### src/rtl/clock_replacement_state_pkg.sv
// cache_repl_pkg: shared types and helpers for the clock replacement state store.
package cache_repl_pkg;
    localparam int MAX_ASSOC = 64;

    typedef enum logic {INIT, IDLE} repl_state_e;

    function automatic logic [MAX_ASSOC-1:0] rotl1_onehot(input logic [MAX_ASSOC-1:0] m, input int unsigned ways);
        logic [MAX_ASSOC-1:0] keep;
        keep = (ways >= MAX_ASSOC) ? '1 : ((MAX_ASSOC'(1) << ways) - MAX_ASSOC'(1));
        return ((m << 1) | (m >> (ways - 1))) & keep;
    endfunction
endpackage

### src/rtl/clock_replacement_state.sv
// clock_replacement_state: per-set clock hand and use bits with registered lookup and forwarded updates.
module clock_replacement_state
    import cache_repl_pkg::*;
#(
    parameter int ASSOCIATIVITY = 2,
    parameter int NUM_SETS      = 16,
    localparam int SET_W        = $clog2(NUM_SETS)
) (
    input  logic                     i_clk,
    input  logic                     i_rst,
    input  logic                     i_flush,
    output logic                     o_ready,
    input  logic                     i_lookup_valid,
    input  logic [SET_W-1:0]         i_lookup_set,
    output logic                     o_lookup_valid,
    output logic [ASSOCIATIVITY-1:0] o_clock,
    output logic [ASSOCIATIVITY-1:0] o_clock_use,
    input  logic                     i_hit_valid,
    input  logic [SET_W-1:0]         i_hit_set,
    input  logic [ASSOCIATIVITY-1:0] i_hit_way_mask,
    input  logic                     i_evict_valid,
    input  logic [SET_W-1:0]         i_evict_set,
    input  logic [ASSOCIATIVITY-1:0] i_evict_way_mask,
    input  logic [ASSOCIATIVITY-1:0] i_clock_use_if_evict
);
    typedef struct packed {
        logic [ASSOCIATIVITY-1:0] hand;
        logic [ASSOCIATIVITY-1:0] use_bits;
    } clock_entry_t;

    localparam clock_entry_t INIT_ENTRY = '{hand: ASSOCIATIVITY'(1), use_bits: '0};

    clock_entry_t      mem_q [NUM_SETS];
    repl_state_e       state_q, state_d;
    logic [SET_W-1:0]  cnt_q, cnt_d;
    logic              lk_valid_q;
    clock_entry_t      lk_q;
    logic              hit_we, ev_we, same_set;
    clock_entry_t      hit_entry, ev_entry, lk_entry;

    assign o_ready        = state_q == IDLE;
    assign o_lookup_valid = lk_valid_q;
    assign o_clock        = lk_q.hand;
    assign o_clock_use    = lk_q.use_bits;

    always_comb begin
        state_d = (i_flush || (state_q == INIT && cnt_q != SET_W'(NUM_SETS - 1))) ? INIT : IDLE;
        cnt_d   = (i_flush || state_q == IDLE) ? '0 : cnt_q + 1'b1;
    end

    // The evict entry already folds in a same-set hit, so it alone is written and forwarded.
    always_comb begin
        hit_we             = o_ready && i_hit_valid;
        ev_we              = o_ready && i_evict_valid && (|i_evict_way_mask);
        same_set           = hit_we && (i_hit_set == i_evict_set);
        hit_entry          = mem_q[i_hit_set];
        hit_entry.use_bits = hit_entry.use_bits | i_hit_way_mask;
        ev_entry.hand      = ASSOCIATIVITY'(rotl1_onehot(MAX_ASSOC'(i_evict_way_mask), ASSOCIATIVITY));
        ev_entry.use_bits  = i_clock_use_if_evict | (same_set ? i_hit_way_mask : '0);
        lk_entry           = (ev_we && i_evict_set == i_lookup_set) ? ev_entry :
                             (hit_we && i_hit_set == i_lookup_set) ? hit_entry : mem_q[i_lookup_set];
    end

    always_ff @(posedge i_clk) begin
        if (state_q == INIT) begin
            mem_q[cnt_q] <= INIT_ENTRY;
        end else begin
            if (hit_we && !(ev_we && same_set)) mem_q[i_hit_set] <= hit_entry;
            if (ev_we) mem_q[i_evict_set] <= ev_entry;
        end
    end

    always_ff @(posedge i_clk) begin
        if (i_rst) begin
            state_q    <= INIT;
            cnt_q      <= '0;
            lk_valid_q <= 1'b0;
            lk_q       <= '0;
        end else begin
            state_q    <= state_d;
            cnt_q      <= cnt_d;
            lk_valid_q <= o_ready && i_lookup_valid;
            if (o_ready && i_lookup_valid) lk_q <= lk_entry;
        end
    end

`ifndef SYNTHESIS
    always_ff @(posedge i_clk) begin
        if (!i_rst && o_ready) begin
            if (i_hit_valid) assert ($onehot(i_hit_way_mask)) else $error("hit way mask not one-hot");
            if (i_evict_valid) assert ($onehot0(i_evict_way_mask)) else $error("evict way mask not one-hot");
        end
    end
`endif
endmodule

### config.mk
export PLATFORM = sky130hd
export DESIGN_NAME = clock_replacement_state
export DESIGN_NICKNAME = d
export VERILOG_FILES = /design/src/rtl/clock_replacement_state_pkg.sv /design/src/rtl/clock_replacement_state.sv
export SDC_FILE = /design/constraint.sdc
export NUM_CORES = 1
export LEC_CHECK = 0
export BUFFER_PORTS_ARGS = -buffer_cell sky130_fd_sc_hd__buf_2
export CAP_MARGIN = 20
export CORE_ASPECT_RATIO = 1.1
export CORE_MARGIN = 2
export CORE_UTILIZATION = 52
export CTS_CLUSTER_DIAMETER = 60
export CTS_CLUSTER_SIZE = 24
export DETAILED_ROUTE_END_ITERATION = 12
export MAX_ROUTING_LAYER = met4
export PLACE_DENSITY = 0.78
export SYNTH_ARGS = -nofsm -noshare
export SYNTH_HDL_FRONTEND = slang
export SYNTH_SLANG_ARGS = --single-unit
### constraint.sdc
create_clock -name i_clk -period 7.3 [get_ports i_clk]
set_input_delay 1.46 -clock i_clk [delete_from_list [all_inputs] [get_ports i_clk]]
set_output_delay 1.46 -clock i_clk [all_outputs]
set_load 0.1 [all_outputs]
Yosys cells after proc, flatten, opt, wreduce, memory -nomap -nowiden --
Memory sizes are Yosys's and may differ from the RTL's. Cells that the tools add are included.
Storage, ports and cells: memories kept 1, RAM bits 64, output and inout port bits 6, register bits 10
Operators by class: muxes and demuxes 14, bitwise operators 4, reductions and logical operators 16, eq/ne operators 4, add/subtract/negate cells 1
Memory list:
- mem_q | words 16, width 4, read ports 2, clocked after Yosys merged registers in 0, write ports 2, line clock_replacement_state.sv:33 | clock_entry_t mem_q [NUM_SETS];
Operator list (number):
- two-way mux 4 bit | 4
- equality test 4 bit | 3
- logical AND 1 bit | 10
- two-way mux 1 bit | 9
- adder 4 x 1 -> 4 bit (second input constant) | 1
- != test 4 bit (second input constant) | 1
- OR 2 bit | 2
- OR reduction 2 bit | 2
- OR reduction 4 bit | 1
- logical OR 1 bit | 2
- two-way mux 2 bit | 1
- OR 2 x 1 -> 2 bit | 1
- zero test 1 bit | 1
- inverter 1 bit | 1

Depth between registers and ports, before layout --
Gate-level depths: netlist of run 1.
depth in word-level cells 10, mapped depth 8

Least setup slack after synthesis of run 1 --
OpenSTA, ideal clock, no wires.
path kind input to register, from in i_hit_set[3], to mem mem_q[11][0] (netlist bit) (enable), data arrival time 3.100 ns, required time 6.939 ns, path buffers 1, setup time 0.361 ns, cell stages on the path 6, slack 3.839 ns, path through clkbuf_1 -> xnor2_1 -> nand4_1 -> o21bai_1 -> mux2_2 -> o21ai_0
RTL lines:
- start: declaration | line clock_replacement_state.sv:19 | input logic [SET_W-1:0] i_hit_set,
- end: declaration | line clock_replacement_state.sv:33

==> qor.csv, run 1 <==
stage,metric,value,unit
outcome,run status,"complete, no violations",
critical_path,CP arrival,3.89,ns
place,HPWL after detailed placement,8650,µm
route,total wire length,12200,µm
synthesis,"Top FF cell, synth",edfxtp_1,
grt,grt peak-use layer,met2,
critical_path,worst r2r src,o_ready,
cts,clock buffer count from CTS,9,
synthesis,yosys warns,0,
critical_path,CP Launch Type,primary input,
die,core region area,8780,µm²
place,pre-CTS worst setup slack,3.05,ns
critical_path,WP data required,7.28,ns
synthesis,cell area after synthesis,4670,µm²
final_layout,area growth from synthesis to layout,8.69,%
route,initial drt markers,354,
min_path,worst hold path class,flip-flop to flip-flop,
grt,maximum number of pins on one net before global-route repair,23,
die,Site Rows,36,
synthesis,post-synth top area share,41.2,%
route,Via-to-Cell Ratio,6.58,
synthesis,syn_area_per_cell,12.1,µm²
power,leakage power,0.00202,µW
timing,Layout Skew,0.0104,ns
final_layout,Diodes inserted,0,
cts,H-tree depth,3,
critical_path,cells along the critical path,"buf_2, xnor2_1, nand4_1, o21bai_1, buf_4, mux2_2, o21ai_0",
route,number of remaining DRC errors,0,
cts,"Hold-fix buffers, CTS",0,
synthesis,post-synthesis sequential area ratio,45.5,%
critical_path,CP Class,primary input to flip-flop,
synthesis,asr flop ratio synth,0,%
synthesis,dominant cell type by area after synthesis,edfxtp_1,
synthesis,Yosys cell types,44,
critical_path,CP Capture Type,flip-flop,
grt,GRT Util Overall,26.5,%
timing,crit path time final,3.91,ns
timing,setup violators final,0,
route,Post-DRT Antenna Nets,0,
route,vias,3407,
cts,Post-CTS Resized,0,
final_layout,share of layout cells above drive strength 1,24.5,%
cts,postcts setup bufs,0,
critical_path,Crit path max-delay family,buffers and inverters,
timing,total negative slack,0,ns
final_layout,fin cells,518,
cts,clock transition at the registers of the reported paths,0.08,ns
timing,max_slew headroom,51.6,%
die,Starting Density,53.1,%
cts,root buffer cell,clkbuf_8,
timing,Final period util,53.5,%
timing,Worst-Margin Slew,0.718,ns
route,drt wl/cell,23.5,µm
grt,first-pass GRT wire length,18100,µm
place,RD Place Congestion,0.979,
place,placed cell count,502,
die,die width,94.3,µm
synthesis,"EDFF count, synth",64,
timing,Max Slew Vio Count,0,
synthesis,Synth Register Bits,74,
grt,number of global-route vias before repair,3309,
synthesis,main area contributors after synthesis,"edfxtp_1 (41%), mux4_2 (16%), mux2i_1 (11%)",
power,Power Density,185,nW/µm²
die,num ports,30,
cts,CTS tree,yes,
cts,CTS sink count,74,
die,Die Y-Extent,103,µm
synthesis,syn_nets,410,
critical_path,Crit path largest cell delay,0.59,ns
critical_path,Buf/Inv on CP,2,
synthesis,Gate Count Post-Synth,385,
timing,Final WS setup,3.39,ns
grt,met3 GRT Util,3.48,%
place,port bufs,29,
grt,M2 GR Usage,43.7,%
grt,antenna violations before repair,0,
critical_path,Critical Path Source,i_hit_set[0],
grt,"Remaining Overflow, GRT",0,
critical_path,top fanout value on the critical path,22,
critical_path,Worst path slowest cell,o21ai_0,
timing,fmax,256,MHz
grt,met1 Usage GRT,32.7,%
timing,Final Hold Fails,0,
cts,maximum clock insertion buffer count,2,
job,Max Cap Viol,0,
final_layout,Final nets,424,
power,VDD IR max,0.0000821,V
route,Detailed Routing Iterations Pass 1,7,
timing,RSZ-0062 raised after global routing,no,
die,die area,9750,µm²
min_path,worst hold path startpoint,o_clock[1],
cts,latest clock arrival within the worst-skew pair,0.35,ns
==> worst min-delay path, stage by stage (launching register included) <==
cell,delay [ns]
dfxtp_1,0.33
nand2_1,0.04
o21ai_0,0.07
==> through the flow <==
stage	hold slack, ns	instance area [µm²]	total power (µW)	utilization, %
after floorplan	0.460	4670	527	-
after global placement	0.434	4830	553	55.0
after detailed placement	0.458	4830	555	55.0
after CTS	0.478	5070	939	57.7
after global routing	0.490	5070	958	57.7
final	0.477	5070	941	57.7
==> routing by layer <==
metal / vias up / wire length [µm]
met4: 0 / 614
met1: 1641 / 4630
met5: - / 0
li1: 1504 / -
met3: 52 / 1060
met2: 210 / 5870
==> synthesized netlist by cell type (all sizes together), types with 11 or more instances <==
cell,number
mux2i,51
o21ai,18
nor3,11
nor2,32
nand2,30
xnor2,12
edfxtp,64
buf,14
clkbuf,15
a21oi,19
mux4,34
==> worst paths after layout <==
check / to / slack [ns] / cells after the start
worst max-delay path: mem_q[7][2] / 3.39 / 7
worst min-delay path: o_clock[1] / 0.48 / 2
worst max register to register: mem_q[7][2] / 4.55 / 5
worst min register to register: o_clock[1] / 0.48 / 2
==> cell families after synthesis <==
family                   Yosys count  synth area share (%)
XOR/XNOR                          14                  2.63
buffers and inverters             39                  3.97
adder cells (fa/ha/maj)            1                 0.268
AO/OA/AOI/OAI                     59                  8.47
AND/OR/NAND/NOR                  112                  11.6
multiplexers                      86                  27.6
flip-flops                        74                  45.5
==> registers in the layout (all words and copies together), names as in the netlist <==
register,count
cnt_q,4
mem_q,64
o_clock,2
o_clock_use,2
o_lookup_valid,1
o_ready,1
==> cell type report <==
class | count | area (µm²)
Timing Repair Buffer | 32 | 168
Tap cell | 114 | 143
Clock buffer | 10 | 128
Sequential cell | 74 | 2120
Fill cell | 723 | 3710
Inverter | 10 | 37.5
Clock inverter | 6 | 115
Multi-Input combinational cell | 272 | 2360
==> cell usage in the layout, fill, tap and decap left out, drive strengths merged, types with 2 or more instances in the layout <==
master / count
a211oi: 2
a21oi: 19
a22oi: 6
and3: 2
buf: 32
bufinv: 3
clkbuf: 10
clkinv: 2
dfxtp: 10
edfxtp: 64
inv: 10
mux2i: 51
mux4: 34
nand2: 30
nand2b: 6
nand3: 10
nand4: 3
nor2: 32
nor2b: 8
nor3: 11
nor4: 2
nor4b: 2
o21ai: 18
o21bai: 2
o22ai: 3
o31ai: 2
o32a: 4
or2: 3
or3: 2
xnor2: 12
xor2: 2
==> power breakdown <==
| part | switching, µW | internal (µW) | total [µW] |
|---|---|---|---|
| combinational | 52.9 | 36.2 | 89.1 |
| sequential | 2.16 | 456 | 458 |
| clock | 165 | 229 | 394 |
(Power assumes the default switching activity.)
==> run 2, diff against run 1 <==
--- a/config.mk
+++ b/config.mk
@@ -14,7 +14,7 @@
 export CTS_CLUSTER_SIZE = 24
 export DETAILED_ROUTE_END_ITERATION = 12
 export MAX_ROUTING_LAYER = met4
-export PLACE_DENSITY = 0.78
+export PLACE_DENSITY = 0.81
 export SYNTH_ARGS = -nofsm -noshare
 export SYNTH_HDL_FRONTEND = slang
 export SYNTH_SLANG_ARGS = --single-unit
==> constraint.sdc (replaced) <==
create_clock -name i_clk -period 3.4 [get_ports i_clk]
set_input_delay 0.68 -clock i_clk [delete_from_list [all_inputs] [get_ports i_clk]]
set_output_delay 0.68 -clock i_clk [all_outputs]
set_load 0.1 [all_outputs]
==> qor.csv, run 2 (synthesis results as in run 1) <==
stage,metric,value,unit
route,total wire length,12900,µm
timing,Layout Skew,0.0111,ns
power,Power Density,400,nW/µm²
die,num ports,30,
grt,antenna violations before repair,0,
route,Detailed Routing Iterations Pass 1,6,
power,VDD IR max,0.000248,V
die,Starting Density,53.1,%
timing,Max Slew Vio Count,0,
timing,Worst-Margin Slew,0.699,ns
timing,setup violators final,0,
die,core region area,8780,µm²
final_layout,Final nets,442,
timing,hold slack,0.468,ns
die,Site Rows,36,
route,number of remaining DRC errors,0,
grt,number of global-route vias before repair,3734,
final_layout,most frequent cells in the layout,"edfxtp_1 (64), mux2i_1 (51), mux4_2 (34)",
route,met2 WL post-DR,6180,µm
timing,crit path time final,2.80,ns
cts,H-tree depth,3,
die,die width,94.3,µm
final_layout,Diodes inserted,0,
cts,CTS tree,yes,
timing,max_slew headroom,52.9,%
power,leakage power,0.00211,µW
route,Top Metal Used,met4,
outcome,run status,"complete, no violations",
die,die area,9750,µm²
route,initial drt markers,483,
cts,"Hold-fix buffers, CTS",0,
route,Via-to-Cell Ratio,6.68,
cts,clock buffer count from CTS,9,
timing,Final period util,82.3,%
die,Die Y-Extent,103,µm
critical_path,top fanout value on the critical path,16,
grt,GRT Util Overall,29.0,%
min_path,worst hold path class,flip-flop to flip-flop,
cts,latest clock arrival within the worst-skew pair,0.37,ns
job,Max Cap Viol,0,
timing,fmax,358,MHz
grt,first-pass GRT wire length,19800,µm
final_layout,number of fillers in the final layout,694,
final_layout,area growth from synthesis to layout,12.1,%
final_layout,Largest Register,mem_q,
critical_path,CP Capture Type,flip-flop,
critical_path,WP data required,3.49,ns
cts,postcts setup bufs,0,
cts,CTS sink count,74,
grt,"Remaining Overflow, GRT",0,
cts,clock transition at the registers of the reported paths,0.08,ns
timing,RSZ-0062 raised after global routing,no,
timing,total negative slack,0,ns
grt,maximum number of pins on one net before global-route repair,22,
place,port bufs,29,
route,vias,3583,
critical_path,R2R setup slack,0.93,ns
route,met3 WL,1520,µm
route,Post-DRT Antenna Nets,0,
critical_path,CP Class,primary input to flip-flop,
final_layout,share of layout cells above drive strength 1,28.0,%
final_layout,Largest regs,"mem_q (64), cnt_q (4)",
final_layout,Largest register FFs,64,
cts,maximum clock insertion buffer count,2,
timing,Final Hold Fails,0,
final_layout,"most common cell after layout, fill and taps aside",edfxtp_1,
cts,root buffer cell,clkbuf_8,
critical_path,CP Launch Type,primary input,
critical_path,CP arrival,2.88,ns
cts,Post-CTS Resized,0,
place,HPWL after detailed placement,9000,µm
route,WL met1,4410,µm
route,drt wl/cell,24.1,µm
place,RD Place Congestion,1.08,
-- run 2: per-layer routing --
metal / vias to the layer above / GRT usage, %
met5: - / -
met4: 0 / 18.6
met3: 73 / 8.70
li1: 1539 / -
met1: 1676 / 31.5
met2: 295 / 46.6
-- run 2: layout make-up --
| type | instances | area (µm²) | area share [%] |
|---|---|---|---|
| Clock inverter | 7 | 141 | 2.70 |
| Clock buffer | 9 | 124 | 2.37 |
| Multi-Input combinational cell | 272 | 2360 | 45.1 |
| Timing Repair Buffer | 50 | 303 | 5.79 |
| Sequential cell | 74 | 2120 | 40.6 |
| Tap cell | 114 | 143 | 2.73 |
| Inverter | 10 | 37.5 | 0.718 |
-- run 2: worst paths after layout --
kind / start / endpoint / cells after the start
setup / recovery: i_hit_set[0] / mem_q[13][1] / 8
hold / removal: o_clock[0] / o_clock[0] / 2
setup reg to reg: o_ready / mem_q[10][2] / 6
hold reg to reg: o_clock[0] / o_clock[0] / 2
-- run 2: critical path, stage by stage --
cell	delay (ns)
buf_2	0.45
buf_4	0.28
mux4_2	0.51
mux2i_1	0.23
a22oi_1	0.21
nand2b_1	0.12
buf_4	0.26
mux2i_1	0.13
-- run 2: per-stage QoR --
stage	total power, µW	std cells	cell area (µm²)	setup WS (ns)	util (%)
2_1_floorplan	1130	385	4670	0.521	-
3_5_place_dp	1200	520	4960	0.235	56.5
4_1_cts	2100	536	5230	0.590	59.5
6_report	2090	536	5230	0.603	59.5
3_3_place_gp	1190	520	4960	0.298	56.5
5_1_grt	2140	536	5230	0.480	59.5
-- run 2: power by group --
group          internal [µW]  switching (µW)
Sequential               979            4.77
Combinational           81.2             120
Clock                    561             347
Total                   1620             472
==> run 3, diff against run 2 <==
==> constraint.sdc (replaced) <==
create_clock -name i_clk -period 2.36 [get_ports i_clk]
set_input_delay 0.472 -clock i_clk [delete_from_list [all_inputs] [get_ports i_clk]]
set_output_delay 0.472 -clock i_clk [all_outputs]
set_load 0.1 [all_outputs]
==> qor.csv, run 3 (synthesis results as in run 1) <==
stage,metric,value,unit
timing,Worst-Margin Slew,0.552,ns
power,internal power component,2040,µW
route,total wire length,13100,µm
timing,total negative slack,0,ns
power,Clock power frac,35.1,%
timing,Final period util,95.8,%
final_layout,Largest register FFs,64,
critical_path,CP Launch Type,primary input,
critical_path,Crit path max-delay family,buffers and inverters,
job,Max Cap Viol,0,
place,placed cell count,561,
place,port bufs,29,
power,total power,2690,µW
outcome,run status,"complete, no violations",
timing,setup violators final,0,
grt,"Remaining Overflow, GRT",0,
power,Sequential Power Share,52.5,%
timing,RSZ-0062 raised after global routing,no,
timing,crit path time final,2.26,ns
power,switching power,659,µW
timing,Max Slew Vio Count,0,
route,Via-to-Cell Ratio,6.47,
place,HPWL after detailed placement,9740,µm
grt,GRT Util Overall,29.7,%
route,drt wl/cell,22.8,µm
timing,max_slew headroom,62.1,%
timing,Layout Skew,0.00956,ns
power,VDD IR max,0.000231,V
critical_path,Crit path top cell by count,buf_4,
power,Sw Ratio,24.5,%
cts,postcts setup bufs,0,
grt,first-pass GRT wire length,20300,µm
final_layout,Largest Register,mem_q,
final_layout,Largest regs,"mem_q (64), cnt_q (4)",
cts,H-tree depth,3,
final_layout,final core occ,62.9,%
place,RD Place Congestion,1.11,
final_layout,Final nets,483,
die,die width,94.3,µm
route,initial drt markers,411,
route,vias,3722,
route,Detailed Routing Iterations Pass 1,6,
min_path,worst hold path class,primary input to flip-flop,
power,combinational power share,12.4,%
timing,hold slack,0.271,ns
die,Starting Density,53.1,%
die,die area,9750,µm²
critical_path,Buf/Inv on CP,4,
critical_path,R2R setup slack,0.17,ns
cts,clock transition at the registers of the reported paths,0.08,ns
final_layout,"most common cell after layout, fill and taps aside",edfxtp_1,
final_layout,number of fillers in the final layout,662,
critical_path,Crit path largest cell delay,0.50,ns
final_layout,most frequent cells in the layout,"edfxtp_1 (64), buf_4 (56), mux2i_1 (51)",
cts,root buffer cell,clkbuf_8,
die,Site Rows,36,
die,num ports,30,
grt,antenna violations before repair,0,
critical_path,top fanout value on the critical path,9,
final_layout,multi-input logic area,2360,µm²
cts,CTS tree,yes,
critical_path,CP Class,primary input to flip-flop,
final_layout,area growth from synthesis to layout,18.5,%
route,number of remaining DRC errors,0,
critical_path,CP Capture Type,flip-flop,
grt,maximum number of pins on one net before global-route repair,17,
die,core region area,8780,µm²
cts,latest clock arrival within the worst-skew pair,0.37,ns
critical_path,WP data required,2.50,ns
final_layout,fin cells,575,
timing,Final Hold Fails,0,
timing,fmax,442,MHz
final_layout,register area,2130,µm²
cts,"Hold-fix buffers, CTS",0,
cts,clock buffer count from CTS,9,
route,Post-DRT Antenna Nets,0,
power,leakage power,0.00231,µW
critical_path,Worst path slowest cell,mux2i_1,
final_layout,share of layout cells above drive strength 1,34.3,%
grt,number of global-route vias before repair,3757,
cts,CTS sink count,74,
critical_path,cells along the critical path,"buf_2, buf_12, xnor2_1, nand4_1, o21bai_1, buf_4, mux2i_1, o22ai_1, buf_4",
power,Power Density,487,nW/µm²
critical_path,CP arrival,2.40,ns
final_layout,Diodes inserted,0,
cts,maximum clock insertion buffer count,2,
die,Die Y-Extent,103,µm
-- run 3: per-stage QoR --
| step | worst slack [ns] | area, µm² |
|---|---|---|
| 2_1_floorplan | -0.113 | 4670 |
| 3_3_place_gp | -0.112 | 5350 |
| 3_5_place_dp | -0.210 | 5350 |
| 4_1_cts | 0.173 | 5520 |
| 5_1_grt | 0.0440 | 5530 |
| 6_report | 0.0982 | 5530 |
-- run 3: path summary, 6_finish.rpt --
kind / end / depth (start not counted) / startpoint
max: mem_q[13][1] / 9 / i_hit_set[0]
max reg2reg: mem_q[13][1] / 6 / o_ready
min: o_ready / 2 / i_flush
min reg2reg: o_clock[1] / 2 / o_clock[1]
-- run 3: layout make-up --
class,count,share of cell area (%)
Multi-Input combinational cell,272,42.8
Sequential cell,74,38.4
Inverter,10,0.679
Clock buffer,10,2.31
Tap cell,114,2.58
Clock inverter,4,0.815
Timing Repair Buffer,91,12.4
-- run 3: power groups by stage --
stage / registers (µW) / clock network, µW / logic [µW]
detailed placement: 1440 / 0 / 325
CTS: 1420 / 948 / 327
finish: 1420 / 945 / 334
global placement: 1440 / 0 / 318
floorplan: 1440 / 0 / 188
global route: 1420 / 988 / 351
-- run 3: routing by layer --
metal | routed length (µm) | track usage (%) | vias up
li1 | - | - | 1621
met1 | 4860 | 35.9 | 1764
met2 | 6190 | 46.4 | 264
met3 | 1210 | 5.14 | 73
met4 | 825 | 19.3 | 0
met5 | 0 | - | -
-- run 3: what timing repair did --
item,CTS,global route
hold endpoints to repair,0,0
gates resized for setup,0,1
endpoints found under the setup margin,0,10
